[config.mk]
export PLATFORM = sky130hd
export DESIGN_NAME = mdu_seq_flat
export DESIGN_NICKNAME = d
export VERILOG_FILES = /design/src/rtl/mdu_seq_if.sv /design/src/rtl/mdu_seq.sv /design/src/flat_wrapper.sv
export SDC_FILE = /design/constraint.sdc
export NUM_CORES = 1
export LEC_CHECK = 0
export CORE_MARGIN = 4
export CORE_UTILIZATION = 45
export CTS_CLUSTER_DIAMETER = 120
export CTS_CLUSTER_SIZE = 14
export DETAILED_ROUTE_END_ITERATION = 10
export PLACE_DENSITY = 0.71
export SETUP_SLACK_MARGIN = 0.2
export SKIP_CTS_REPAIR_TIMING = 1
export SLEW_MARGIN = 40
export SYNTH_ARGS = -nofsm -noshare
export SYNTH_HDL_FRONTEND = slang
export SYNTH_SLANG_ARGS = --single-unit
[constraint.sdc]
create_clock -name clock -period 15.9 [get_ports clock]
set_input_delay 3.18 -clock clock [delete_from_list [all_inputs] [get_ports clock]]
set_output_delay 3.18 -clock clock [all_outputs]
set_load 0.005 [all_outputs]
[src/rtl/mdu_seq_if.sv]
// Issue/result bundle between the execute-stage controller and the iterative mult/div unit.
interface mdu_seq_if #(
  parameter int WIDTH = 32
);
  logic             start;
  logic [2:0]       op;
  logic             cancel;
  logic [WIDTH-1:0] Read_data_1;
  logic [WIDTH-1:0] Read_data_2;
  logic [WIDTH-1:0] HI_result;
  logic [WIDTH-1:0] LO_result;
  logic             busy;
  logic             done;

  modport master (
    output start, op, cancel, Read_data_1, Read_data_2,
    input  HI_result, LO_result, busy, done
  );

  modport slave (
    input  start, op, cancel, Read_data_1, Read_data_2,
    output HI_result, LO_result, busy, done
  );
endinterface

[src/rtl/mdu_seq.sv]
// Iterative multiply/divide with HI/LO: one shift-add or restoring shift-subtract step per clock.
// Latency WIDTH+1 cycles from accept to done; start is ignored while busy, cancel squashes a running op.
module mdu_seq #(
  parameter int WIDTH = 32
) (
  input logic      clock,
  input logic      reset,
  mdu_seq_if.slave bus
);
  localparam int CW = (WIDTH > 1) ? $clog2(WIDTH) : 1;
  localparam logic [CW-1:0] LAST = CW'(WIDTH - 1);

  localparam logic [2:0] OP_MULT  = 3'b000;
  localparam logic [2:0] OP_MULTU = 3'b001;
  localparam logic [2:0] OP_DIV   = 3'b010;
  localparam logic [2:0] OP_DIVU  = 3'b011;
  localparam logic [2:0] OP_MTHI  = 3'b100;
  localparam logic [2:0] OP_MTLO  = 3'b101;

  typedef enum logic [1:0] {IDLE = 2'd0, RUN = 2'd1, DONE = 2'd2} state_e;

  state_e           state_q;
  logic [CW-1:0]    cnt_q;
  logic             is_div_q;
  logic             neg_q;
  logic             rneg_q;
  logic             dbz_q;
  logic [WIDTH-1:0] opnd_q;
  logic [WIDTH-1:0] acc_hi_q;
  logic [WIDTH-1:0] acc_lo_q;
  logic [WIDTH-1:0] hi_q;
  logic [WIDTH-1:0] lo_q;
  logic             busy_q;
  logic             done_q;

  logic             accept;
  logic             signed_op;
  logic             a_neg;
  logic             b_neg;
  logic [WIDTH-1:0] a_mag;
  logic [WIDTH-1:0] b_mag;
  logic [WIDTH:0]   madd;
  logic [WIDTH:0]   dshift;
  logic [WIDTH:0]   dsub;
  logic [WIDTH-1:0] acc_hi_d;
  logic [WIDTH-1:0] acc_lo_d;
  logic [2*WIDTH-1:0] prod;
  logic [WIDTH-1:0] hi_d;
  logic [WIDTH-1:0] lo_d;

  always_comb begin
    accept    = bus.start && !bus.cancel && (state_q != RUN);
    signed_op = (bus.op == OP_MULT) || (bus.op == OP_DIV);
    a_neg     = signed_op && bus.Read_data_1[WIDTH-1];
    b_neg     = signed_op && bus.Read_data_2[WIDTH-1];
    a_mag     = a_neg ? -bus.Read_data_1 : bus.Read_data_1;
    b_mag     = b_neg ? -bus.Read_data_2 : bus.Read_data_2;
  end

  // Multiply: acc_lo holds the multiplier shifting out as product bits shift in.
  // Divide: acc_lo holds the dividend shifting out as quotient bits shift in.
  always_comb begin
    madd   = {1'b0, acc_hi_q} + (acc_lo_q[0] ? {1'b0, opnd_q} : '0);
    dshift = {acc_hi_q, acc_lo_q[WIDTH-1]};
    dsub   = dshift - {1'b0, opnd_q};
    if (is_div_q) begin
      acc_hi_d = dsub[WIDTH] ? dshift[WIDTH-1:0] : dsub[WIDTH-1:0];
      acc_lo_d = {acc_lo_q[WIDTH-2:0], ~dsub[WIDTH]};
    end else begin
      acc_hi_d = madd[WIDTH:1];
      acc_lo_d = {madd[0], acc_lo_q[WIDTH-1:1]};
    end
    prod = {acc_hi_d, acc_lo_d};
    if (neg_q) prod = -prod;
    // A zero divisor leaves the remainder equal to |dividend|, so sign-correcting it restores the raw dividend.
    if (is_div_q) begin
      lo_d = dbz_q ? '1 : (neg_q ? -acc_lo_d : acc_lo_d);
      hi_d = rneg_q ? -acc_hi_d : acc_hi_d;
    end else begin
      lo_d = prod[WIDTH-1:0];
      hi_d = prod[2*WIDTH-1:WIDTH];
    end
  end

  always_ff @(posedge clock) begin
    if (reset) begin
      state_q  <= IDLE;
      cnt_q    <= '0;
      is_div_q <= 1'b0;
      neg_q    <= 1'b0;
      rneg_q   <= 1'b0;
      dbz_q    <= 1'b0;
      opnd_q   <= '0;
      acc_hi_q <= '0;
      acc_lo_q <= '0;
      hi_q     <= '0;
      lo_q     <= '0;
      busy_q   <= 1'b0;
      done_q   <= 1'b0;
    end else begin
      done_q <= 1'b0;
      case (state_q)
        IDLE, DONE: begin
          state_q <= IDLE;
          busy_q  <= 1'b0;
          if (accept) begin
            case (bus.op)
              OP_MTHI: hi_q <= bus.Read_data_1;
              OP_MTLO: lo_q <= bus.Read_data_1;
              OP_MULT, OP_MULTU, OP_DIV, OP_DIVU: begin
                is_div_q <= bus.op[1];
                opnd_q   <= bus.op[1] ? b_mag : a_mag;
                acc_lo_q <= bus.op[1] ? a_mag : b_mag;
                acc_hi_q <= '0;
                neg_q    <= a_neg ^ b_neg;
                rneg_q   <= a_neg;
                dbz_q    <= bus.op[1] && (bus.Read_data_2 == '0);
                cnt_q    <= '0;
                state_q  <= RUN;
                busy_q   <= 1'b1;
              end
              default: ;
            endcase
          end
        end
        RUN: begin
          if (bus.cancel) begin
            state_q <= IDLE;
            busy_q  <= 1'b0;
          end else begin
            acc_hi_q <= acc_hi_d;
            acc_lo_q <= acc_lo_d;
            cnt_q    <= cnt_q + CW'(1);
            if (cnt_q == LAST) begin
              hi_q    <= hi_d;
              lo_q    <= lo_d;
              cnt_q   <= '0;
              state_q <= DONE;
              busy_q  <= 1'b0;
              done_q  <= 1'b1;
            end
          end
        end
        default: begin
          state_q <= IDLE;
          busy_q  <= 1'b0;
        end
      endcase
    end
  end

  assign bus.HI_result = hi_q;
  assign bus.LO_result = lo_q;
  assign bus.busy      = busy_q;
  assign bus.done      = done_q;
endmodule
[src/flat_wrapper.sv]
// flat-port wrapper written by rule: the top's interface ports become plain ports
module mdu_seq_flat 
#(
  parameter int WIDTH = 32
)
  (clock, reset, bus_start, bus_op, bus_cancel, bus_Read_data_1, bus_Read_data_2, bus_HI_result, bus_LO_result, bus_busy, bus_done);
  mdu_seq_if #(.WIDTH(WIDTH)) bus_i ();
  input logic clock;
  input logic reset;
  input wire logic [$bits(bus_i.start)-1:0] bus_start;
  input wire logic [$bits(bus_i.op)-1:0] bus_op;
  input wire logic [$bits(bus_i.cancel)-1:0] bus_cancel;
  input wire logic [$bits(bus_i.Read_data_1)-1:0] bus_Read_data_1;
  input wire logic [$bits(bus_i.Read_data_2)-1:0] bus_Read_data_2;
  output wire logic [$bits(bus_i.HI_result)-1:0] bus_HI_result;
  output wire logic [$bits(bus_i.LO_result)-1:0] bus_LO_result;
  output wire logic [$bits(bus_i.busy)-1:0] bus_busy;
  output wire logic [$bits(bus_i.done)-1:0] bus_done;
  assign bus_i.start = bus_start;
  assign bus_i.op = bus_op;
  assign bus_i.cancel = bus_cancel;
  assign bus_i.Read_data_1 = bus_Read_data_1;
  assign bus_i.Read_data_2 = bus_Read_data_2;
  assign bus_HI_result = bus_i.HI_result;
  assign bus_LO_result = bus_i.LO_result;
  assign bus_busy = bus_i.busy;
  assign bus_done = bus_i.done;
  mdu_seq #(.WIDTH(WIDTH)) u_core (.clock(clock), .reset(reset), .bus(bus_i));
endmodule
==> results of run 1 <==
sequential cells by signal, summed over array words and instances (netlist names), 2 cells and up:
name                  flops
u_core.state_q            2
u_core.cnt_q              5
u_core.acc_lo_q          32
u_core.opnd_q            32
u_core.bus.LO_result     32
u_core.acc_hi_q          32
u_core.bus.HI_result     32
worst min-delay path, cell delays in order (launching register included):
cell and delay (ps):
dfxtp_1 310, nand2_1 50, a21oi_1 50
cells by family after synthesis:
family | synth area share
AND/OR/NAND/NOR | 0.243
flip-flops | 0.219
multiplexers | 0.0413
buffers and inverters | 0.0508
XOR/XNOR | 0.0831
adder cells (fa/ha/maj) | 0.0580
AO/OA/AOI/OAI | 0.305
cell type report:
class	instances	share of cell area
clock buffers	17	0.0235
flip-flops and latches	173	0.192
repair buffers	160	0.0870
multi-input cells	1838	0.642
clock inverters	15	0.0103
well taps	455	0.0315
inverters	67	0.0139
worst paths after layout:
path,from,to,slack [ps],depth (start not counted)
worst max-delay path,bus_Read_data_1[2],u_core.opnd_q[29],9230,14
worst min-delay path,u_core.bus.HI_result[1],u_core.bus.HI_result[1],450,2
worst max register to register,u_core.acc_lo_q[31],u_core.bus.HI_result[26],9480,24
worst min register to register,u_core.bus.HI_result[1],u_core.bus.HI_result[1],450,2
per-layer routing:
metal,track usage,part of all wire,up-vias
met5,0,0,-
met4,0.176,0.066,0
met3,0.0594,0.088,213
met2,0.504,0.45,926
met1,0.402,0.40,8287
li1,-,-,8150
cell usage after synthesis (18+ instances only):
cell      number  area [µm²]
nor3_1        65         325
mux2i_1       55         551
a211oi_1      33         248
ha_1          70         876
a21o_1        18         135
nand3_1       29         145
dfxtp_1      173        3460
a22oi_1       26         195
a31oi_1       36         225
nor2_1       238         893
inv_1         65         244
xnor2_1       77         674
xor2_1        73         639
nand4_1       22         138
clkbuf_1     104         390
o21ai_0      153         766
or3_1         19         119
and2_1        65         407
nand2_1      271        1020
a21oi_1      205        1030
o221ai_1      27         236
nand2b_1      25         156
o211ai_1      64         480
o21a_1        23         173
power by group through the flow:
| stage | logic (mW) | clock network (mW) | registers [mW] |
|---|---|---|---|
| 3_5_place_dp | 0.333 | 0 | 0.471 |
| 5_1_grt | 0.368 | 0.465 | 0.463 |
| 3_3_place_gp | 0.328 | 0 | 0.470 |
| 2_1_floorplan | 0.218 | 0 | 0.464 |
| 4_1_cts | 0.334 | 0.448 | 0.461 |
| 6_report | 0.345 | 0.446 | 0.462 |
metrics by stage:
step	total power, mW	hold slack [ps]
CTS	1.24	458
detailed placement	0.804	444
floorplan	0.682	436
global route	1.30	479
finish	1.25	454
global placement	0.798	442
==> flow_summary.ini, run 1 <==
[layout]
fill_cells = 3432
final_cell_count_no_fill = 2725
drive_gt1_frac = 0.0537
ff_latch_area_um2 = 3470
n_antenna_cell = 0
fin_area_um2 = 18100
final_common_cell = nand2_1
final_core_util = 0.522
multi_input_area_um2 = 11600
final_cell_mix = nand2_1, nor2_1, a21oi_1
fin_nets = 2400
area_growth_syn_to_layout_pct = 14.4

[worst_setup_path]
crit_chain = clkdlybuf4s50_1, nor4_1, nor3b_1, nand2_1, nor4_1, nor2b_1, nand2_1, or3_1, o41ai_1, xor2_1, nor2_1, a21oi_1, o21ai_0, and2_1
critPathLaunchType = input port
worstPathBufferInverterCount = 1
cpMaxStageDelayCell = clkdlybuf4s50_1
max_stage_delay_ps = 580
cp.arrival_ps = 7020
critPathTopFamily = simple AND/OR/NAND/NOR gates
crit_type = input port to flip-flop
end_kind = flip-flop
crit_fanout = 7
crit_required_ps = 16250

[clock_tree]
cts_buffer_depth = 2
cts_tree = done
numClockSinks = 173
cts_max_level = 4
cts_root_buf = clkbuf_16
cts_buffers = 17
clkLatencyLatePin_ps = 460
cts.clk_slew.worst_paths_ps = 80

[synthesis]
synth_nets = 2357
netlist_area_um2 = 15800
ys_types = 94
avgSynthCellArea_um2 = 7.14
yosysSeqAreaShare = 0.219
synth-main-ff-cell = dfxtp_1
syn_inst = 2214
synthArstFlopShare = 0
synth_edf_count = 0
ys_ff_latch = 173
yosysWarnings = 0

[power]
power_density_nw_per_um2 = 69.3
power_leakage_nw = 6.60
p_switching_mw = 0.468
p_clk_frac = 0.356
share_comb_of_total_power = 0.275
switching_share = 0.374
seqPwrFrac = 0.369
ir_worst_vdd_mv = 0.0790
internal_power_mw = 0.784

[route]
vias = 17600
routed_via_density = 6.45
antenna_left = 0
route.detailed.drc = 0
wl_mm = 62.8
drtPass1Iterations = 7
wl_per_cell_um = 23.1
first_iter_violations = 1850

[placed_design]
gp_congestion = 1.06
dp.cells = 2693
placed_cell_area_um2 = 17400
preCtsSetupSlack_ps = 8880
dp_hpwl_mm = 47.9
port_buffers = 136

[sta]
grt_setup_unrepaired = false
fin_crit_ps = 6670
final-setup-viol-count = 0
max_clock_freq_mhz = 150
report.final.slew_viol_count = 0
maxSlewHeadroom = 0.414
finalSetupTns_ps = 0
finClkSkew_ps = 13.0
worst_slew_pin_slew_ps = 857
hold_violations = 0
worst_slack_ps = 9230
post-route-period-util = 0.420

[floorplan]
start_util = 0.456
die_w_um = 195
die_area_um2 = 38200
chipHeight_um = 195
core-area_um2 = 34600
ioPinCount = 137
num_rows = 68

[global_routing]
grt_max_degree = 102
grt_pass1_wl_mm = 95.7
antenna_found_initial = 2
grt_pass1_vias = 16600
overflow = 0
grt_use_total = 0.316

[run]
cap_violations = 0

[run_status]
status = completed

[hold_path]
hp-class = flip-flop to flip-flop
Power figures use the tool's default switching activity.
==> inputs of run 2 (changes only) <==
clock period = 6.5 ns   (was 15.9 ns; I/O delays follow)
==> flow_summary.ini, run 2 (same netlist as run 1, synthesis figures left out) <==
[sta]
finClkSkew_ps = 14.9
fin_crit_ps = 5910
worst_slack_ps = 585
max_clock_freq_mhz = 169
hold_violations = 0
final-setup-viol-count = 0
report.final.slew_viol_count = 0
worst_slew_pin_slew_ps = 971
maxSlewHeadroom = 0.336
finalSetupTns_ps = 0
grt_setup_unrepaired = false
hold_slack_ps = 457
post-route-period-util = 0.910

[run]
cap_violations = 0

[floorplan]
die_w_um = 195
die_area_um2 = 38200
chipHeight_um = 195
num_rows = 68
ioPinCount = 137
start_util = 0.456
core-area_um2 = 34600

[clock_tree]
clkLatencyLatePin_ps = 460
cts_tree = done
cts_root_buf = clkbuf_16
cts_max_level = 4
cts.clk_slew.worst_paths_ps = 80
cts_buffers = 17
numClockSinks = 173
cts_buffer_depth = 2

[layout]
ff_latch_area_um2 = 3470
final_cell_count_no_fill = 2735
final_cell_mix = nand2_1, nor2_1, a21oi_1
area_growth_syn_to_layout_pct = 14.4
multi_input_area_um2 = 11600
drive_gt1_frac = 0.0570
final_common_cell = nand2_1
fin_nets = 2410
final_core_util = 0.522
fill_cells = 3399
fin_area_um2 = 18100
n_antenna_cell = 0

[worst_setup_path]
crit_required_ps = 6850
path_common_cell = nand2b_1
critPathTopFamily = compound AO/OA/AOI/OAI gates
max_stage_delay_ps = 410
worstPathBufferInverterCount = 2
critPathLaunchType = flip-flop
cp.arrival_ps = 6260
crit_type = flip-flop to flip-flop
crit_fanout = 6
end_kind = flip-flop
cpMaxStageDelayCell = dfxtp_1

[power]
ir_worst_vdd_mv = 0.193
share_comb_of_total_power = 0.285
p_clk_frac = 0.346
switching_share = 0.374
finalPower_mw = 3.05
power_density_nw_per_um2 = 169
power_leakage_nw = 6.61
p_switching_mw = 1.14
internal_power_mw = 1.91
seqPwrFrac = 0.368

[placed_design]
preCtsSetupSlack_ps = 680
placed_cell_area_um2 = 17500
port_buffers = 136
dp.cells = 2703
dp_hpwl_mm = 49.8
gp_congestion = 0.998

[global_routing]
grt_max_degree = 83
overflow = 0
antenna_found_initial = 0
grt_use_total = 0.327
grt_pass1_wl_mm = 98.3
grt_pass1_vias = 16500

[route]
wl_mm = 65.5
route.detailed.drc = 0
wl_per_cell_um = 23.9
routed_via_density = 6.50
antenna_left = 0
drtPass1Iterations = 6
first_iter_violations = 1935
vias = 17800

[hold_path]
hp-class = flip-flop to flip-flop

[run_status]
status = completed
==> run 2: changes by cell type in the layout (fill, tap and decap cells not counted), sizes merged <==
cell	delta
buf	+11
clkinvlp	+1
inv	-2
==> run 2: path summary, 6_finish.rpt <==
kind | cells past startpoint | from | end | slack (ps)
max | 25 | u_core.acc_lo_q[31] | u_core.bus.HI_result[26] | 590
min | 2 | u_core.bus.LO_result[23] | u_core.bus.LO_result[23] | 460
max reg2reg | 25 | u_core.acc_lo_q[31] | u_core.bus.HI_result[26] | 590
min reg2reg | 2 | u_core.bus.LO_result[23] | u_core.bus.LO_result[23] | 460
==> run 2: per-layer routing <==
layer  GRT usage  share of wire  vias to the layer above
met5           0              0                        -
met4       0.184          0.066                        0
met3      0.0362          0.077                      205
met2       0.512           0.45                      955
met1       0.439           0.41                     8459
li1            -              -                     8162
==> run 2: power groups by stage <==
stage	logic, mW	clock network [mW]	registers (mW)
after global placement	0.837	0	1.15
after detailed placement	0.841	0	1.15
after CTS	0.845	1.06	1.12
after global routing	0.926	1.09	1.13
final	0.871	1.06	1.12
after floorplan	0.533	0	1.13
==> run 2: cell type report <==
type	count	area share
multi-input cells	1838	0.641
flip-flops and latches	173	0.192
clock buffers	18	0.0237
clock inverters	14	0.00824
inverters	67	0.0139
repair buffers	170	0.0896
well taps	455	0.0315
==> run 2: worst reg2reg max path, stage by stage (launching register included) <==
cell and delay [ps]:
dfxtp_1 410, inv_1 60, ha_1 230, fa_1 410, nand2b_1 220, a211oi_2 290, o211ai_2 220, a21bo_1 270
a21oi_4 160, nor2_2 90, nand2_1 180, a21boi_0 370, ha_1 240, o21ai_0 140, nor3b_1 310, o2111ai_1 270
nand2b_1 280, nand2b_1 230, nor3_1 230, buf_4 190, o21ai_0 80, nor4_1 190, nor4b_2 290, o21a_1 150
nor3_1 40, o31a_1 270
==> inputs of run 3 (changes only) <==
CORE_MARGIN = 3   (was 4)
PLACE_DENSITY = 0.74   (was 0.71)
==> flow_summary.ini, run 3 (same netlist as run 1, synthesis figures left out) <==
[floorplan]
num_rows = 67
core-area_um2 = 34000
die_w_um = 193
start_util = 0.464
die_area_um2 = 37400
ioPinCount = 137
chipHeight_um = 193

[route]
antenna_left = 0
wl_met2_mm = 29.3
wl_mm = 66.3
first_iter_violations = 1974
drtPass1Iterations = 8
wl_per_cell_um = 24.2
wl_met3_mm = 5.39
route.detailed.drc = 0
top_layer = met4
routed_via_density = 6.49
wl_met1_mm = 27.2
vias = 17800

[clock_tree]
cts_buffers = 17
numClockSinks = 173
cts.clk_slew.worst_paths_ps = 80
cts_tree = done
clkLatencyLatePin_ps = 460
cts_buffer_depth = 2
cts_max_level = 4
cts_root_buf = clkbuf_16

[run]
cap_violations = 0

[sta]
post-route-period-util = 0.876
fin_crit_ps = 5700
hold_violations = 0
grt_setup_unrepaired = false
maxSlewHeadroom = 0.410
finClkSkew_ps = 11.5
max_clock_freq_mhz = 176
finalSetupTns_ps = 0
report.final.slew_viol_count = 0
hold_slack_ps = 455
final-setup-viol-count = 0
worst_slew_pin_slew_ps = 862

[layout]
n_antenna_cell = 0
fill_cells = 3385
area_growth_syn_to_layout_pct = 15.3
final_common_cell = nand2_1
final_cell_mix = nand2_1, nor2_1, a21oi_1
ff_latch_area_um2 = 3470
fin_nets = 2420
drive_gt1_frac = 0.0616
multi_input_area_um2 = 11600

[global_routing]
grt_use_total = 0.339
grt_pass1_vias = 16400
antenna_found_initial = 2
grt_max_degree = 88
grt_pass1_wl_mm = 100
overflow = 0

[worst_setup_path]
path_common_cell = nand2b_1
critPathLaunchType = flip-flop
end_kind = flip-flop
crit_type = flip-flop to flip-flop
cp.arrival_ps = 6050
crit_fanout = 6
max_stage_delay_ps = 430
reg2reg_slack_ps = 800
crit_required_ps = 6850
cpMaxStageDelayCell = fa_1

[power]
ir_worst_vdd_mv = 0.200
power_density_nw_per_um2 = 173
power_leakage_nw = 6.70
finalPower_mw = 3.16

[placed_design]
dp_hpwl_mm = 50.6
gp_congestion = 0.962
port_buffers = 136

[run_status]
status = completed

[hold_path]
hp-class = flip-flop to flip-flop
run 3: per-stage QoR:
stage               area [µm²]  std cells  worst slack, ps   util
floorplan                15800       2214              810      -
global placement         17500       2705              847  0.515
detailed placement       17500       2705              647  0.515
CTS                      18200       2737              594  0.534
global route             18200       2738              263  0.536
finish                   18200       2738              804  0.536
run 3: final cells by class:
class	count	share of cell area
Timing Repair Buffer	180	0.0937
Clock buffer	17	0.0233
Clock inverter	15	0.0119
Inverter	67	0.0138
Sequential cell	173	0.190
Multi-Input combinational cell	1838	0.636
Tap cell	448	0.0308
run 3: worst max-delay path, delay by kind of cell (launching register included):
kind            cells  cell delay [ps]
flops               1              390
simple gates       10             1920
fa+ha+maj           3              850
buf+inv             2              250
compound gates     10             2170
run 3: worst paths after layout:
kind                       startpoint                       end  depth (start not counted)
max reg2reg       u_core.acc_lo_q[31]  u_core.bus.HI_result[26]                         25
min reg2reg  u_core.bus.LO_result[23]  u_core.bus.LO_result[23]                          2
min          u_core.bus.LO_result[23]  u_core.bus.LO_result[23]                          2
max               u_core.acc_lo_q[31]  u_core.bus.HI_result[26]                         25
run 3: per-layer routing:
metal  global-route usage  vias to the layer above
li1                     -                     8217
met1                0.439                     8364
met2                0.535                      961
met3               0.0600                      217
met4                0.189                        0
met5                    0                        -
run 3: report_power, final:
group	switching (mW)	internal [mW]
logic	0.572	0.311
clock network	0.554	0.598
registers	0.0344	1.09
